### config.mk
export PLATFORM = sky130hd
export DESIGN_NAME = fir_tap_multiplier
export DESIGN_NICKNAME = d
export VERILOG_FILES = /design/src/rtl/fir_tap_multiplier.sv
export SDC_FILE = /design/constraint.sdc
export NUM_CORES = 2
export LEC_CHECK = 0
export BUFFER_PORTS_ARGS = -buffer_cell sky130_fd_sc_hd__buf_2
export CORE_ASPECT_RATIO = 1.25
export CORE_MARGIN = 2
export CORE_UTILIZATION = 60
export CTS_CLUSTER_SIZE = 25
export DETAILED_ROUTE_END_ITERATION = 6
export HOLD_SLACK_MARGIN = 0.02
export PLACE_DENSITY = 0.78
export SYNTH_ARGS = -nofsm -noshare
export SYNTH_HDL_FRONTEND = slang
export SYNTH_SLANG_ARGS = --single-unit
### constraint.sdc
create_clock -name iClk12M -period 5.4 [get_ports iClk12M]
set_clock_uncertainty 0.1 [all_clocks]
set_input_delay 0.81 -clock iClk12M [delete_from_list [all_inputs] [get_ports iClk12M]]
set_output_delay 0.81 -clock iClk12M [all_outputs]
set_load 0.01 [all_outputs]
### src/rtl/fir_tap_multiplier.sv
// fir_tap_multiplier: 10-tap sample delay line with per-tap signed 8x8 products and add/accumulate sequencing strobes.
module fir_tap_multiplier (
    input  logic        iClk12M,
    input  logic        iRsn,
    input  logic        iEnSample,
    input  logic [7:0]  iFirIn,
    input  logic        iCoeffWr,
    input  logic [3:0]  iCoeffAddr,
    input  logic [7:0]  iCoeffData,
    output logic [15:0] oMul_0,
    output logic [15:0] oMul_1,
    output logic [15:0] oMul_2,
    output logic [15:0] oMul_3,
    output logic [15:0] oMul_4,
    output logic [15:0] oMul_5,
    output logic [15:0] oMul_6,
    output logic [15:0] oMul_7,
    output logic [15:0] oMul_8,
    output logic [15:0] oMul_9,
    output logic        oEnMul,
    output logic        oEnAdd,
    output logic        oEnAcc,
    output logic        oBusy,
    output logic        oSmpDrop
);
    typedef enum logic [2:0] {IDLE, SHIFT, MUL, ADD, ACC} state_e;

    state_e             state_q, state_d;
    logic [3:0]         cnt_q, cnt_d;
    logic signed [7:0]  sample_q;
    logic signed [7:0]  tap_q [10];
    logic signed [7:0]  tap_d [10];
    logic signed [7:0]  coeff_q [10];
    logic signed [15:0] mul_q [10];
    logic signed [15:0] prod [10];
    logic               en_mul_q, en_add_q, en_acc_q, busy_q, drop_q;

    always_comb begin
        state_d = state_q;
        unique case (state_q)
            IDLE:    state_d = iEnSample ? SHIFT : IDLE;
            SHIFT:   state_d = MUL;
            MUL:     state_d = ADD;
            ADD:     state_d = (cnt_q == 4'd9) ? ACC : ADD;
            ACC:     state_d = IDLE;
            default: state_d = IDLE;
        endcase
        cnt_d = (state_q == ADD) ? cnt_q + 4'd1 : 4'd0;
    end

    // Products are formed from the post-shift taps so they are already valid while oEnMul is high.
    always_comb begin
        tap_d[0] = sample_q;
        for (int k = 1; k < 10; k++) tap_d[k] = tap_q[k-1];
        for (int k = 0; k < 10; k++) prod[k] = tap_d[k] * coeff_q[k];
    end

    always_ff @(posedge iClk12M or negedge iRsn) begin
        if (!iRsn) begin
            state_q  <= IDLE;
            cnt_q    <= '0;
            sample_q <= '0;
            tap_q    <= '{default: '0};
            coeff_q  <= '{default: '0};
            mul_q    <= '{default: '0};
            en_mul_q <= 1'b0;
            en_add_q <= 1'b0;
            en_acc_q <= 1'b0;
            busy_q   <= 1'b0;
            drop_q   <= 1'b0;
        end else begin
            state_q <= state_d;
            cnt_q   <= cnt_d;
            if (state_q == IDLE && iEnSample) sample_q <= iFirIn;
            if (state_q == IDLE && iCoeffWr && iCoeffAddr <= 4'd9) coeff_q[iCoeffAddr] <= iCoeffData;
            if (state_q == SHIFT) begin
                tap_q <= tap_d;
                mul_q <= prod;
            end
            en_mul_q <= state_d == MUL;
            en_add_q <= state_d == ADD;
            en_acc_q <= state_d == ACC;
            busy_q   <= state_d != IDLE;
            drop_q   <= iEnSample && state_q != IDLE;
        end
    end

    assign oMul_0   = mul_q[0];
    assign oMul_1   = mul_q[1];
    assign oMul_2   = mul_q[2];
    assign oMul_3   = mul_q[3];
    assign oMul_4   = mul_q[4];
    assign oMul_5   = mul_q[5];
    assign oMul_6   = mul_q[6];
    assign oMul_7   = mul_q[7];
    assign oMul_8   = mul_q[8];
    assign oMul_9   = mul_q[9];
    assign oEnMul   = en_mul_q;
    assign oEnAdd   = en_add_q;
    assign oEnAcc   = en_acc_q;
    assign oBusy    = busy_q;
    assign oSmpDrop = drop_q;
endmodule

== Yosys cells after proc, flatten, opt, wreduce, memory -nomap -nowiden ==
Cells that the tools add are included.

* $add $sub $neg: 1
* Multiply operators: 10
* Div/mod/pow operators: 0
* Order comparisons: 3
* Equality and inequality tests: 7
* Shifts and indexed selects: 0
* Mux-type cells: 7
* Bitwise operators: 1
* Reduce and logical (&&, ||, !) cells: 8

{| class="wikitable"
|+ Operator list
! kind !! number
|-
| $mul 8x8->16 || 10
|-
| $bwmux 80 || 1
|-
| $demux 8 s4 || 1
|-
| $eq 3x2->1 const B || 4
|-
| $pmux 3 s4 || 1
|-
| $mux 8 || 1
|-
| $reduce_bool 3->1 || 2
|-
| $ge 5x5->1 const B || 1
|-
| $logic_and 1x1->1 || 5
|-
| $lt 5x1->1 const B || 1
|-
| $not 4->5 || 1
|-
| $add 4x1->4 const B || 1
|-
| $eq 4x4->1 const B || 1
|-
| $le 4x4->1 const B || 1
|-
| $mux 4 || 1
|-
| $eq 3x1->1 const B || 1
|-
| $eq 3x3->1 const B || 1
|-
| $logic_not 3->1 || 1
|-
| $mux 3 || 1
|-
| $mux 1 || 1
|}

* Flip-flop bits (word level): 332
* Bits in latches: 0
* Bits in writable memories: 0
* ROM bits: 0
* Input port bits: 24
* Memories: 0

== Depth between registers and ports, before layout ==
* Depth in word-level cells: 6
* Depth in mapped cells: 17
* Depth with buffers taken out: 16

== Worst setup path after synthesis ==
Ideal clock, no wire load.

* Path type: register to register
* Start point: register tap_q (netlist bit tap_d[53])
* End point: register mul_q (netlist bit oMul_3[14])
* Library setup time: 0.142 ns
* Data arrival time: 4.217 ns
* Data required time: 5.158 ns
* Setup slack: 0.941 ns
* Cell stages (with the launch flop): 18
* Buffers on the path: 1
* Period minus slack after synthesis: 4.459 ns
* Cells stage by stage: dfrtp_1 -> clkbuf_1 -> and2_1 -> fa_1 -> inv_1 -> fa_1 -> inv_1 -> fa_1 -> inv_1 -> fa_1 -> inv_1 -> ha_1 -> o21a_1 -> o31a_1 -> o31a_1 -> o41ai_1 -> or4b_1 -> o2111ai_1

* Word-level cells in the longest chain between the ends: 1

{| class="wikitable"
|+ Ends and longest elaborated chain
! what !! line !! RTL
|-
| start, declared || 31 || <nowiki>logic signed [7:0] tap_q [10];</nowiki>
|-
| start signal, assigned || 77 || <nowiki>tap_q <= tap_d;</nowiki>
|-
| $mul 8x8->16 || 55 || <nowiki>for (int k = 0; k < 10; k++) prod[k] = tap_d[k] * coeff_q[k];</nowiki>
|-
| end signal, assigned || 78 || <nowiki>mul_q <= prod;</nowiki>
|-
| end, declared || 34 || <nowiki>logic signed [15:0] mul_q [10];</nowiki>
|}

No other way between the ends.
A chain may end at the register's enable or synchronous reset.

== Final worst setup path ==
* Start point: register sample_q[6]
* End point: register mul_q (netlist bit oMul_0[15])

* Word-level cells in the longest chain between the ends: 1

{| class="wikitable"
|+ Ends and longest elaborated chain
! what !! line !! RTL
|-
| start, declared || 30 || <nowiki>logic signed [7:0] sample_q;</nowiki>
|-
| start signal, assigned || 74 || <nowiki>if (state_q == IDLE && iEnSample) sample_q <= iFirIn;</nowiki>
|-
| $mul 8x8->16 || 55 ||
|}

No other way between the ends.

==> flow_summary.toml <==
[place]
portBuffers = 188
dp_hpwl_um = 62900
gp_congestion = 0.882

[global_routing]
grt_use_total_pct = 27.0
antenna_found_initial = 5
gr-total-overflow = 0
grt_pass1_vias = 27700
grt_pass1_wl_um = 137000
grt_start_max_net_pins = 207

[floorplan]
die_h_um = 283
row_count = 102
dieArea_um2 = 64100
coreArea_um2 = 61600
initial_utilization_pct = 60.4
die_x_um = 227
io_pins = 189

[clocking]
clock_sinks = 332
postCtsSetupBuffers = 0
cts_root_buf = "clkbuf_16"
cts_tree = "done"
htreeDepth = 2
ctsResizeCount = 0
clkLatencyLatePin_ns = 0.57
ctsHoldBuffers = 0
cts_buffers = 40
clockBufferDepth = 3
clk_pin_slew_worst_paths_ns = 0.06

[detailed_routing]
drt_iter0_drc = 1160
viasPerCell = 5.28
num_vias = 25900
drc = 0
first_pass_iters = 5
ant_nets = 0
wl_um = 81000
wl_per_cell_um = 16.5

[setup_path]
critPathBufInv = 4
cp.required_ns = 5.80
max_stage_delay_ns = 0.54
timing.rr.start = "sample_q[6]"
cp_max_fo = 10
crit_type = "reg -> reg"
crit_chain = "and2_1 -> fa_1 -> inv_1 -> fa_1 -> inv_1 -> fa_1 -> inv_1 -> fa_1 -> inv_1 -> ha_1 -> o211ai_1 -> o21ai_0 -> o21ai_0 -> a31oi_1 -> or4_1 -> nand3_1"
crit_slowest_cell = "fa_1"
worstSetupEndpointType = "flip-flop"
start_kind = "flip-flop"
regToRegSetupSlack_ns = 0.67
ff2ff_path_depth = 16
worstReg2RegEnd = "oMul_0[15]"
cp.arrival_ns = 5.13
critPathTopFamily = "adder cells"

[yosys]
ys.flop_type = "dfrtp_1"
syn_nets = 4804
synth.yosys.warnings = 0
synth_mux_area_share_pct = 3.24
yosys.area_share.simple_pct = 16.6
synth_xor_area_share_pct = 3.55
synthesis.area_um2 = 37200
yosys.area.top_type = "fa_1"
synth_top_family_by_area = "adder cells"
synth_fa_ha_area_share_pct = 39.4
synth-compound-area-share_pct = 5.43
synth_cell_types = 48
synth.avg_cell_area_um2 = 9.46
syn_inst = 3938
async_flop_share_pct = 100
synth_top_area_share_pct = 29.6
synth_edf_count = 0
ys_ff_latch = 332
synthTopCellsByArea = "fa_1, dfrtp_1, ha_1, inv_1, and2_1"
ys_seq_area_share_pct = 22.3

[sta]
max_freq_ghz = 0.211
fin_crit_ns = 4.73
finalCritPeriodShare_pct = 87.6
rsz0062_at_grt = "no"
slew-limit-headroom_pct = 39.6
hold_viol = 0
whs_ns = 0.0251
max_slew.worst_pin.slew_ns = 0.904
setup_viol = 0
setup_tns_ns = 0
report.final.slew_viol_count = 0

[power_and_ir_drop]
p_leak_nw = 21.7
power_density_nw_per_um2 = 278
ir_worst_vdd_mv = 0.299

[min_path]
hp-class = "in -> async"

[final_layout]
drive_gt1_share_pct = 9.21
layout_common_cells = "inv_1, nand2_1, fa_1"
layout_commonest_cell = "inv_1"
final_nets = 4909
syn_to_final_growth_pct = 7.79

[job]
cap_violations = 0

[status]
status = "finished, final reports clean"
-- cell usage after synthesis (9+ instances only) --
cell type  count
a211oi_1      16
a21o_1        27
a21oi_1       65
a31oi_1       13
and2_1       413
buf_1          9
buf_2         43
clkbuf_1      85
dfrtp_1      332
fa_1         550
ha_1         292
inv_1        787
mux2_2       100
nand2_1      627
nand2b_1      29
nand3_1       19
nor2_1        26
nor2b_1       71
nor3_1        19
nor3b_1       11
o2111ai_1     10
o211ai_1      18
o21a_1        28
o21ai_0      133
o31ai_1        9
xnor2_1      107
xor2_1        44
-- layout make-up --
cell class                 instances  area, um2
timing repair buffer             201       1070
fill                            5046      21500
antenna                            2       5.00
multi-input combinational       2681      25400
clock buffer                      50       1110
sequential                       332       8310
tap                              832       1040
clock inverter                    20        245
inverter                         787       2960
-- cells by family after synthesis --
group | after synthesis
AND/OR/NAND/NOR | 1247
buffers and inverters | 925
XOR/XNOR | 151
adder cells (fa/ha/maj) | 842
flip-flops | 332
multiplexers | 108
AO/OA/AOI/OAI | 333
-- worst max path at each step --
| stage | endpoint | cells past startpoint | slack (ns) | from |
|---|---|---|---|---|
| after detailed placement | oMul_5[15] | 16 | 0.72 | tap_d[37] |
| after global placement | oMul_5[15] | 16 | 0.78 | tap_d[37] |
| final | oMul_0[15] | 16 | 0.67 | sample_q[6] |
| after CTS | oMul_0[15] | 16 | 0.67 | sample_q[6] |
| after floorplan | oMul_3[14] | 17 | 0.94 | tap_d[53] |
| after global routing | oMul_1[15] | 16 | 0.36 | tap_d[69] |
-- flip-flops by register name (all words and copies together), names as in the netlist --
register and flops:
coeff_q 80, tap_d 72, oMul_0 16, oMul_1 16, oMul_2 16, oMul_3 16
oMul_4 16, oMul_5 16, oMul_6 16, oMul_7 16, oMul_8 16, oMul_9 16
sample_q 8, cnt_q 4, state_q 3, oBusy 1, oEnAcc 1, oEnAdd 1
oEnMul 1, oSmpDrop 1
-- per-stage QoR --
| step | cell area [um2] | util [%] | worst slack, ns | instances | total power, W |
|---|---|---|---|---|---|
| 4_1_cts | 40100 | 65.1 | 0.671 | 4903 | 0.0113 |
| 2_1_floorplan | 37200 | - | 0.941 | 3938 | 0.00690 |
| 3_3_place_gp | 38800 | 62.9 | 0.779 | 4833 | 0.00820 |
| 6_report | 40100 | 65.1 | 0.669 | 4905 | 0.0112 |
| 5_1_grt | 40100 | 65.1 | 0.356 | 4904 | 0.0121 |
| 3_5_place_dp | 38800 | 62.9 | 0.722 | 4833 | 0.00835 |
-- layer usage --
layer / vias to the layer above / global-route usage, % / part of all wire [%]
li1: 12100 / - / -
met1: 13000 / 34.0 / 41
met2: 557 / 46.6 / 50
met3: 177 / 4.36 / 4.6
met4: 6 / 10.6 / 4.1
met5: - / 0 / 0.048
-- power by group --
| group | switching (W) | internal (W) | total [W] |
|---|---|---|---|
| logic | 0.00251 | 0.00165 | 0.00416 |
| registers | 0.000998 | 0.00316 | 0.00415 |
| clock network | 0.00116 | 0.00170 | 0.00286 |
| total | 0.00467 | 0.00650 | 0.0112 |
(Power assumes the default switching activity.)
